`src/rtl/vend_controller.sv`:
```
// -----------------------------------------------------------------------------
// vend_controller
//   Vending FSM that sits directly downstream of the currency accumulator.
//
//   Credit is the running upstream total minus an internal "consumed" offset,
//   with all arithmetic taken mod 2^CURRENCY_WIDTH. Because of this, a wrap of
//   the upstream total has no visible effect. The upstream total is never
//   cleared; the offset simply catches up with it as products are dispensed
//   and change is paid out.
//
//   States: IDLE -> CREDIT -> CHECK -> DISPENSE -> (CHANGE) -> IDLE/CREDIT.
//   From CREDIT, a cancel or an idle timeout goes to CHANGE and refunds the
//   whole credit.
//
// Ports
//   clk, rstn                     clock, asynchronous active-low reset
//   total_currency[W], currency_avail
//                                 running sum from upstream, plus its update
//                                 pulse
//   select_valid, select_id[2]    selection strobe and product index
//                                 (sampled in CREDIT only)
//   cancel                        refund request (sampled in CREDIT only)
//   restock                       reloads stock counters (INVENTORY_EN only)
//   dispense_valid/id/ready       product handshake toward the actuator
//   change_valid/value/ready      change handshake toward the coin hopper
//   insufficient, sold_out        1-cycle result pulses of CHECK
//   credit[W]                     current credit (combinational)
//   busy                          high in CHECK, DISPENSE and CHANGE
//
// Configuration macro
//   INVENTORY_EN  enables the per-product stock counters, the sold_out pulse
//                 and restock. When undefined, stock is treated as infinite.
// -----------------------------------------------------------------------------
module vend_controller #(
  parameter int                          CURRENCY_WIDTH = 7,
  parameter logic [4*CURRENCY_WIDTH-1:0] PRICE_TABLE    = {7'd25, 7'd20, 7'd15, 7'd10},
  parameter int                          TIMEOUT_CYCLES = 1000,
  parameter int                          STOCK_INIT     = 8
) (
  input  logic                      clk,
  input  logic                      rstn,
  input  logic [CURRENCY_WIDTH-1:0] total_currency,
  input  logic                      currency_avail,
  input  logic                      select_valid,
  input  logic [1:0]                select_id,
  input  logic                      cancel,
  input  logic                      restock,
  output logic                      dispense_valid,
  output logic [1:0]                dispense_id,
  input  logic                      dispense_ready,
  output logic                      change_valid,
  output logic [CURRENCY_WIDTH-1:0] change_value,
  input  logic                      change_ready,
  output logic                      insufficient,
  output logic                      sold_out,
  output logic [CURRENCY_WIDTH-1:0] credit,
  output logic                      busy
);

  localparam int W       = CURRENCY_WIDTH;
  localparam int TIMER_W = $clog2(TIMEOUT_CYCLES);

  typedef enum logic [2:0] {
    ST_IDLE     = 3'd0,
    ST_CREDIT   = 3'd1,
    ST_CHECK    = 3'd2,
    ST_DISPENSE = 3'd3,
    ST_CHANGE   = 3'd4
  } state_t;

  state_t             state_r, state_s;
  logic [W-1:0]       consumed_r, consumed_s;
  logic [1:0]         sel_id_r, sel_id_s;
  logic [W-1:0]       change_r, change_s;
  logic [TIMER_W-1:0] timer_r, timer_s;
  logic               insufficient_r, insufficient_s;
  logic               sold_out_r, sold_out_s;
  logic [W-1:0]       price_s;
  logic [W-1:0]       credit_after_s;
  logic               stock_empty_s;

  // Price of product id, taken from the packed table (product k at bits [k*W +: W]).
  function automatic logic [W-1:0] price_of(input logic [1:0] id);
    price_of = PRICE_TABLE[int'(id)*W +: W];
  endfunction

  assign credit         = total_currency - consumed_r;
  assign price_s        = price_of(sel_id_r);
  assign dispense_valid = (state_r == ST_DISPENSE);
  assign dispense_id    = sel_id_r;
  assign change_valid   = (state_r == ST_CHANGE);
  assign change_value   = change_r;
  assign insufficient   = insufficient_r;
  assign sold_out       = sold_out_r;
  assign busy           = (state_r == ST_CHECK) || (state_r == ST_DISPENSE) ||
                          (state_r == ST_CHANGE);

`ifdef INVENTORY_EN
  localparam int STOCK_W = $clog2(STOCK_INIT + 1);

  logic [STOCK_W-1:0] stock_r [4];

  assign stock_empty_s = (stock_r[sel_id_r] == {STOCK_W{1'b0}});

  // Stock counters: reload on restock (except while dispensing), decrement on a dispense handshake.
  always_ff @(posedge clk or negedge rstn) begin
    if (!rstn) begin
      for (int i = 0; i < 4; i++) stock_r[i] <= STOCK_W'(STOCK_INIT);
    end else if (restock && (state_r != ST_DISPENSE)) begin
      for (int i = 0; i < 4; i++) stock_r[i] <= STOCK_W'(STOCK_INIT);
    end else if ((state_r == ST_DISPENSE) && dispense_ready && !stock_empty_s) begin
      stock_r[sel_id_r] <= stock_r[sel_id_r] - STOCK_W'(1);
    end
  end
`else
  // Without inventory, stock is infinite and restock has no effect.
  localparam int unused_stock_init = STOCK_INIT;
  logic unused_restock;
  assign unused_restock = restock;
  assign stock_empty_s  = 1'b0;
`endif

  // Next-state, datapath and pulse logic.
  always_comb begin
    state_s        = state_r;
    consumed_s     = consumed_r;
    sel_id_s       = sel_id_r;
    change_s       = change_r;
    timer_s        = {TIMER_W{1'b0}};
    insufficient_s = 1'b0;
    sold_out_s     = 1'b0;
    credit_after_s = credit;
    case (state_r)
      ST_IDLE: begin
        if (credit != {W{1'b0}}) begin
          state_s = ST_CREDIT;
        end else begin
          state_s = ST_IDLE;
        end
      end
      ST_CREDIT: begin
        if (currency_avail) begin
          timer_s = {TIMER_W{1'b0}};
        end else begin
          timer_s = timer_r + TIMER_W'(1);
        end
        // A selection wins over a cancel or timeout arriving in the same cycle.
        // A coin arriving in the timeout cycle restarts the count instead of refunding.
        if (select_valid) begin
          sel_id_s = select_id;
          state_s  = ST_CHECK;
        end else if (cancel ||
                     ((timer_r == TIMER_W'(TIMEOUT_CYCLES - 1)) && !currency_avail)) begin
          change_s = credit;
          state_s  = ST_CHANGE;
        end else begin
          state_s = ST_CREDIT;
        end
      end
      ST_CHECK: begin
        if (stock_empty_s) begin
          sold_out_s = 1'b1;
          state_s    = ST_CREDIT;
        end else if (price_s > credit) begin
          insufficient_s = 1'b1;
          state_s        = ST_CREDIT;
        end else begin
          state_s = ST_DISPENSE;
        end
      end
      ST_DISPENSE: begin
        if (dispense_ready) begin
          consumed_s     = consumed_r + price_s;
          credit_after_s = total_currency - consumed_s;
          change_s       = credit - price_s;
          if (change_s != {W{1'b0}}) begin
            state_s = ST_CHANGE;
          end else if (credit_after_s != {W{1'b0}}) begin
            state_s = ST_CREDIT;
          end else begin
            state_s = ST_IDLE;
          end
        end else begin
          state_s = ST_DISPENSE;
        end
      end
      ST_CHANGE: begin
        if (change_ready) begin
          consumed_s     = consumed_r + change_r;
          credit_after_s = total_currency - consumed_s;
          change_s       = {W{1'b0}};
          if (credit_after_s != {W{1'b0}}) begin
            state_s = ST_CREDIT;
          end else begin
            state_s = ST_IDLE;
          end
        end else begin
          state_s = ST_CHANGE;
        end
      end
      default: begin
        state_s = ST_IDLE;
      end
    endcase
  end

  // State and datapath registers.
  always_ff @(posedge clk or negedge rstn) begin
    if (!rstn) begin
      state_r        <= ST_IDLE;
      consumed_r     <= {W{1'b0}};
      sel_id_r       <= 2'd0;
      change_r       <= {W{1'b0}};
      timer_r        <= {TIMER_W{1'b0}};
      insufficient_r <= 1'b0;
      sold_out_r     <= 1'b0;
    end else begin
      state_r        <= state_s;
      consumed_r     <= consumed_s;
      sel_id_r       <= sel_id_s;
      change_r       <= change_s;
      timer_r        <= timer_s;
      insufficient_r <= insufficient_s;
      sold_out_r     <= sold_out_s;
    end
  end

endmodule
```
`config.mk`:
```
export PLATFORM = sky130hd
export DESIGN_NAME = vend_controller
export DESIGN_NICKNAME = d
export VERILOG_FILES = /design/src/rtl/vend_controller.sv
export SDC_FILE = /design/constraint.sdc
export NUM_CORES = 1
export LEC_CHECK = 0
export ABC_AREA = 1
export CAP_MARGIN = 25
export CORE_AREA = 8 8 78 108
export CTS_CLUSTER_SIZE = 8
export DETAILED_ROUTE_END_ITERATION = 8
export DIE_AREA = 0 0 86 116
export PLACE_DENSITY = 0.7
export SETUP_SLACK_MARGIN = 0.5
export SYNTH_ARGS = -nofsm -noshare
export SYNTH_HDL_FRONTEND = slang
export SYNTH_SLANG_ARGS = --single-unit
```
`constraint.sdc`:
```
create_clock -name clk -period 3.8 [get_ports clk]
set_clock_uncertainty 0.1 [all_clocks]
set_input_delay 0.76 -clock clk [delete_from_list [all_inputs] [get_ports clk]]
set_output_delay 0.76 -clock clk [all_outputs]
set_load 0.005 [all_outputs]
```
==> flow_summary.yaml <==
clocking:
  clock_tree.buffer_depth: 2
  clk_latency_ps: 280
  cts_tree: "done"
  cts.clk_slew.worst_paths_ps: 60
  htreeDepth: 2
  cts_made_buffers: 5
  clock-sinks: 30
  clock-root-buffer: "clkbuf_8"
routing:
  viasPerCell: 5.10
  antenna_left: 0
  drc_errors: 0
  firstDrtPassIters: 4
  vias: 3346
  drt-initial-drc-count: 189
  routed_wl_um: 8980
  wire_per_inst_um: 13.7
worst_hold_path:
  hold_path_class: "reg -> reg"
synthesis:
  synth_area_per_cell_um2: 6.66
  async_flop_share_pct: 100
  netlist.area_leader.share_pct: 22.8
  synthTopCellsByCount: "138 x nand2_1, 81 x inv_1, 39 x nand3_1, 38 x nor2_1, 37 x ha_1"
  synth_seq_cells: 30
  post-synth-top-count-cell: "nand2_1"
  yosys_warnings: 0
  netlist_area_um2: 3290
  syn-num-nets: 553
  yosys-top-cells-area: "dfrtp_1 23%, nand2_1 16%, ha_1 14%, inv_1 9.2%, nand3_1 5.9%"
  synth_edf_count: 0
  synth_ff_type: "dfrtp_1"
  yosysTopAreaCell: "dfrtp_1"
  ys_types: 42
  synth.yosys.seq_area_share_pct: 22.8
  netlist_instances: 495
sta:
  min_period_over_period_pct: 86.2
  finalSetupTns_ps: 0
  min_period_ps: 3280
  finalHoldViolCount: 0
  drv_slew: 0
  slew_headroom_pct: 65.0
  setup_viol: 0
  rsz0062_at_grt: "yes"
  holdWs_ps: 367
  fin_ws_ps: 525
  tightest_slew_ps: 524
  clock.fmax_mhz: 305
floorplanning:
  ios: 38
  row_count: 36
  core_area_um2: 6800
  start_util_pct: 48.4
  die_y_um: 116
  die_x_um: 86
  die_area_um2: 9980
cells_and_area:
  regArea_um2: 751
  design.final.nets: 619
  multi_input_area_um2: 2420
  postLayoutCoreUtil_pct: 62.5
  diodes: 0
  area_growth_pct: 29.1
  nFillCells: 637
  drive_gt1_share_pct: 17.6
critical_path:
  arrival_ps: 3350
  end_kind: "flip-flop"
  cpPeakStageDelay_ps: 420
  cp.required_ps: 3880
  cp-start-kind: "flip-flop"
  crit_fanout: 4
  ff2ff_setup_slack_ps: 520
  crit_chain: "ha_4 > inv_2 > ha_4 > nand3_1 > nand3_2 > nand2_1 > nand2_1 > a21oi_1 > or2_2 > and2_4 > ha_4 > nand2_1 > or2_2 > nand3_2 > inv_1 > nand2_1 > nand3_2 > nand2_1 > nand2_1 > nand2_1 > nand2_1"
  crit_type: "reg -> reg"
  crit_top_cell: "nand2_1"
  cpMaxStageDelayCell: "dfrtp_1"
placed_design:
  gp_congestion: 0.924
  preCtsSetupSlack_ps: -90.1
  numPortBuffers: 35
  dpl.hpwl_um: 7400
grt:
  grt_max_degree: 31
  grt_pass1_wl_um: 15100
  antenna_found_initial: 0
  grt.total_usage_pct: 18.7
  grt_pass1_vias: 3387
  grt_overflow: 0
run_status:
  status: "finished, final reports clean"
flow_run:
  maxCapViolCount: 0
layout by cell type, fill, tap and decap left out, types with 3 or more instances in the layout:
cell type	count
nand2_1	134
inv_1	74
nor2_1	36
nand3_1	35
dfrtp_1	30
a21oi_1	28
buf_4	26
ha_1	25
clkdlybuf4s50_1	24
nand4_1	16
ha_4	12
inv_2	11
nand2_2	8
dlygate4sd2_1	8
o21ai_1	7
nand3_2	6
xor2_1	6
xnor2_1	5
o21ai_0	5
nor3_1	5
clkbuf_8	5
a21oi_2	4
nor3b_1	4
or2_2	3
nand2_4	3
a31oi_1	3
nor2_2	3
fa_1	3
sequential cells by signal, summed over array words and instances, names as in the netlist:
signal,cells
insufficient,1
consumed_r,7
state_r,3
dispense_id,2
change_value,7
timer_r,10
final cells by class:
class                           instances  share of cell area (%)
Inverter                               86                    7.68
Timing Repair Buffer                   63                    13.1
Tap cell                               95                    2.79
Clock buffer                            5                    1.62
Multi-Input combinational cell        375                    56.9
Clock inverter                          2                   0.235
Sequential cell                        30                    17.7
worst max-delay path, delay by kind of cell, from the launching register on:
family | cells | cell delay, ps
adder cells (fa/ha/maj) | 3 | 830
flip-flops | 1 | 420
AO/OA/AOI/OAI | 1 | 70
AND/OR/NAND/NOR | 15 | 1630
buffers and inverters | 2 | 110
logic make-up (layout without fill, tap and decap cells):
logic type | Yosys count | in the layout | synth area share (%)
AOI/OAI and AO/OA | 57 | 57 | 10.0
adders and majority gates | 41 | 41 | 16.5
DFF | 30 | 30 | 22.8
other | 1 | 1 | 0.114
buffers and inverters | 90 | 156 | 10.7
and+or+nand+nor | 263 | 263 | 36.5
xor gates and xnor gates | 13 | 13 | 3.46
through the flow:
stage / instances / area, um^2
final: 656 / 4250
after global routing: 656 / 4250
after CTS: 651 / 4170
after detailed placement: 641 / 3880
after global placement: 641 / 3880
after floorplan: 495 / 3290
path summary, 6_finish.rpt:
kind	start	endpoint	cells past startpoint
hold / removal	timer_r[0]$_DFF_PN0_	timer_r[0]$_DFF_PN0_	1
setup / recovery	dispense_id[1]$_DFFE_PN0P_	state_r[0]$_DFF_PN0_	21
max in group asynchronous	rstn	consumed_r[5]$_DFFE_PN0P_	2
setup reg to reg	dispense_id[1]$_DFFE_PN0P_	state_r[0]$_DFF_PN0_	21
min in group asynchronous	rstn	consumed_r[6]$_DFFE_PN0P_	2
hold reg to reg	timer_r[0]$_DFF_PN0_	timer_r[0]$_DFF_PN0_	1
metal layers:
metal / vias to the layer above / routed length (um) / track usage [%]
met4: 0 / 281 / 7.75
met2: 53 / 4910 / 36.5
li1: 1729 / - / -
met1: 1541 / 3520 / 19.5
met5: - / 0 / 0
met3: 23 / 265 / 2.06
repair_timing:
item | CTS | global route
setup endpoints to repair | 14 | 6
pin swaps | 9 | 4
gates resized for setup | 45 | 11
setup buffers | 3 | 5
hold buffers | 0 | 0
Power is not shown: default switching activity piles up to over one toggle a cycle in this logic, so the estimate is an artifact.
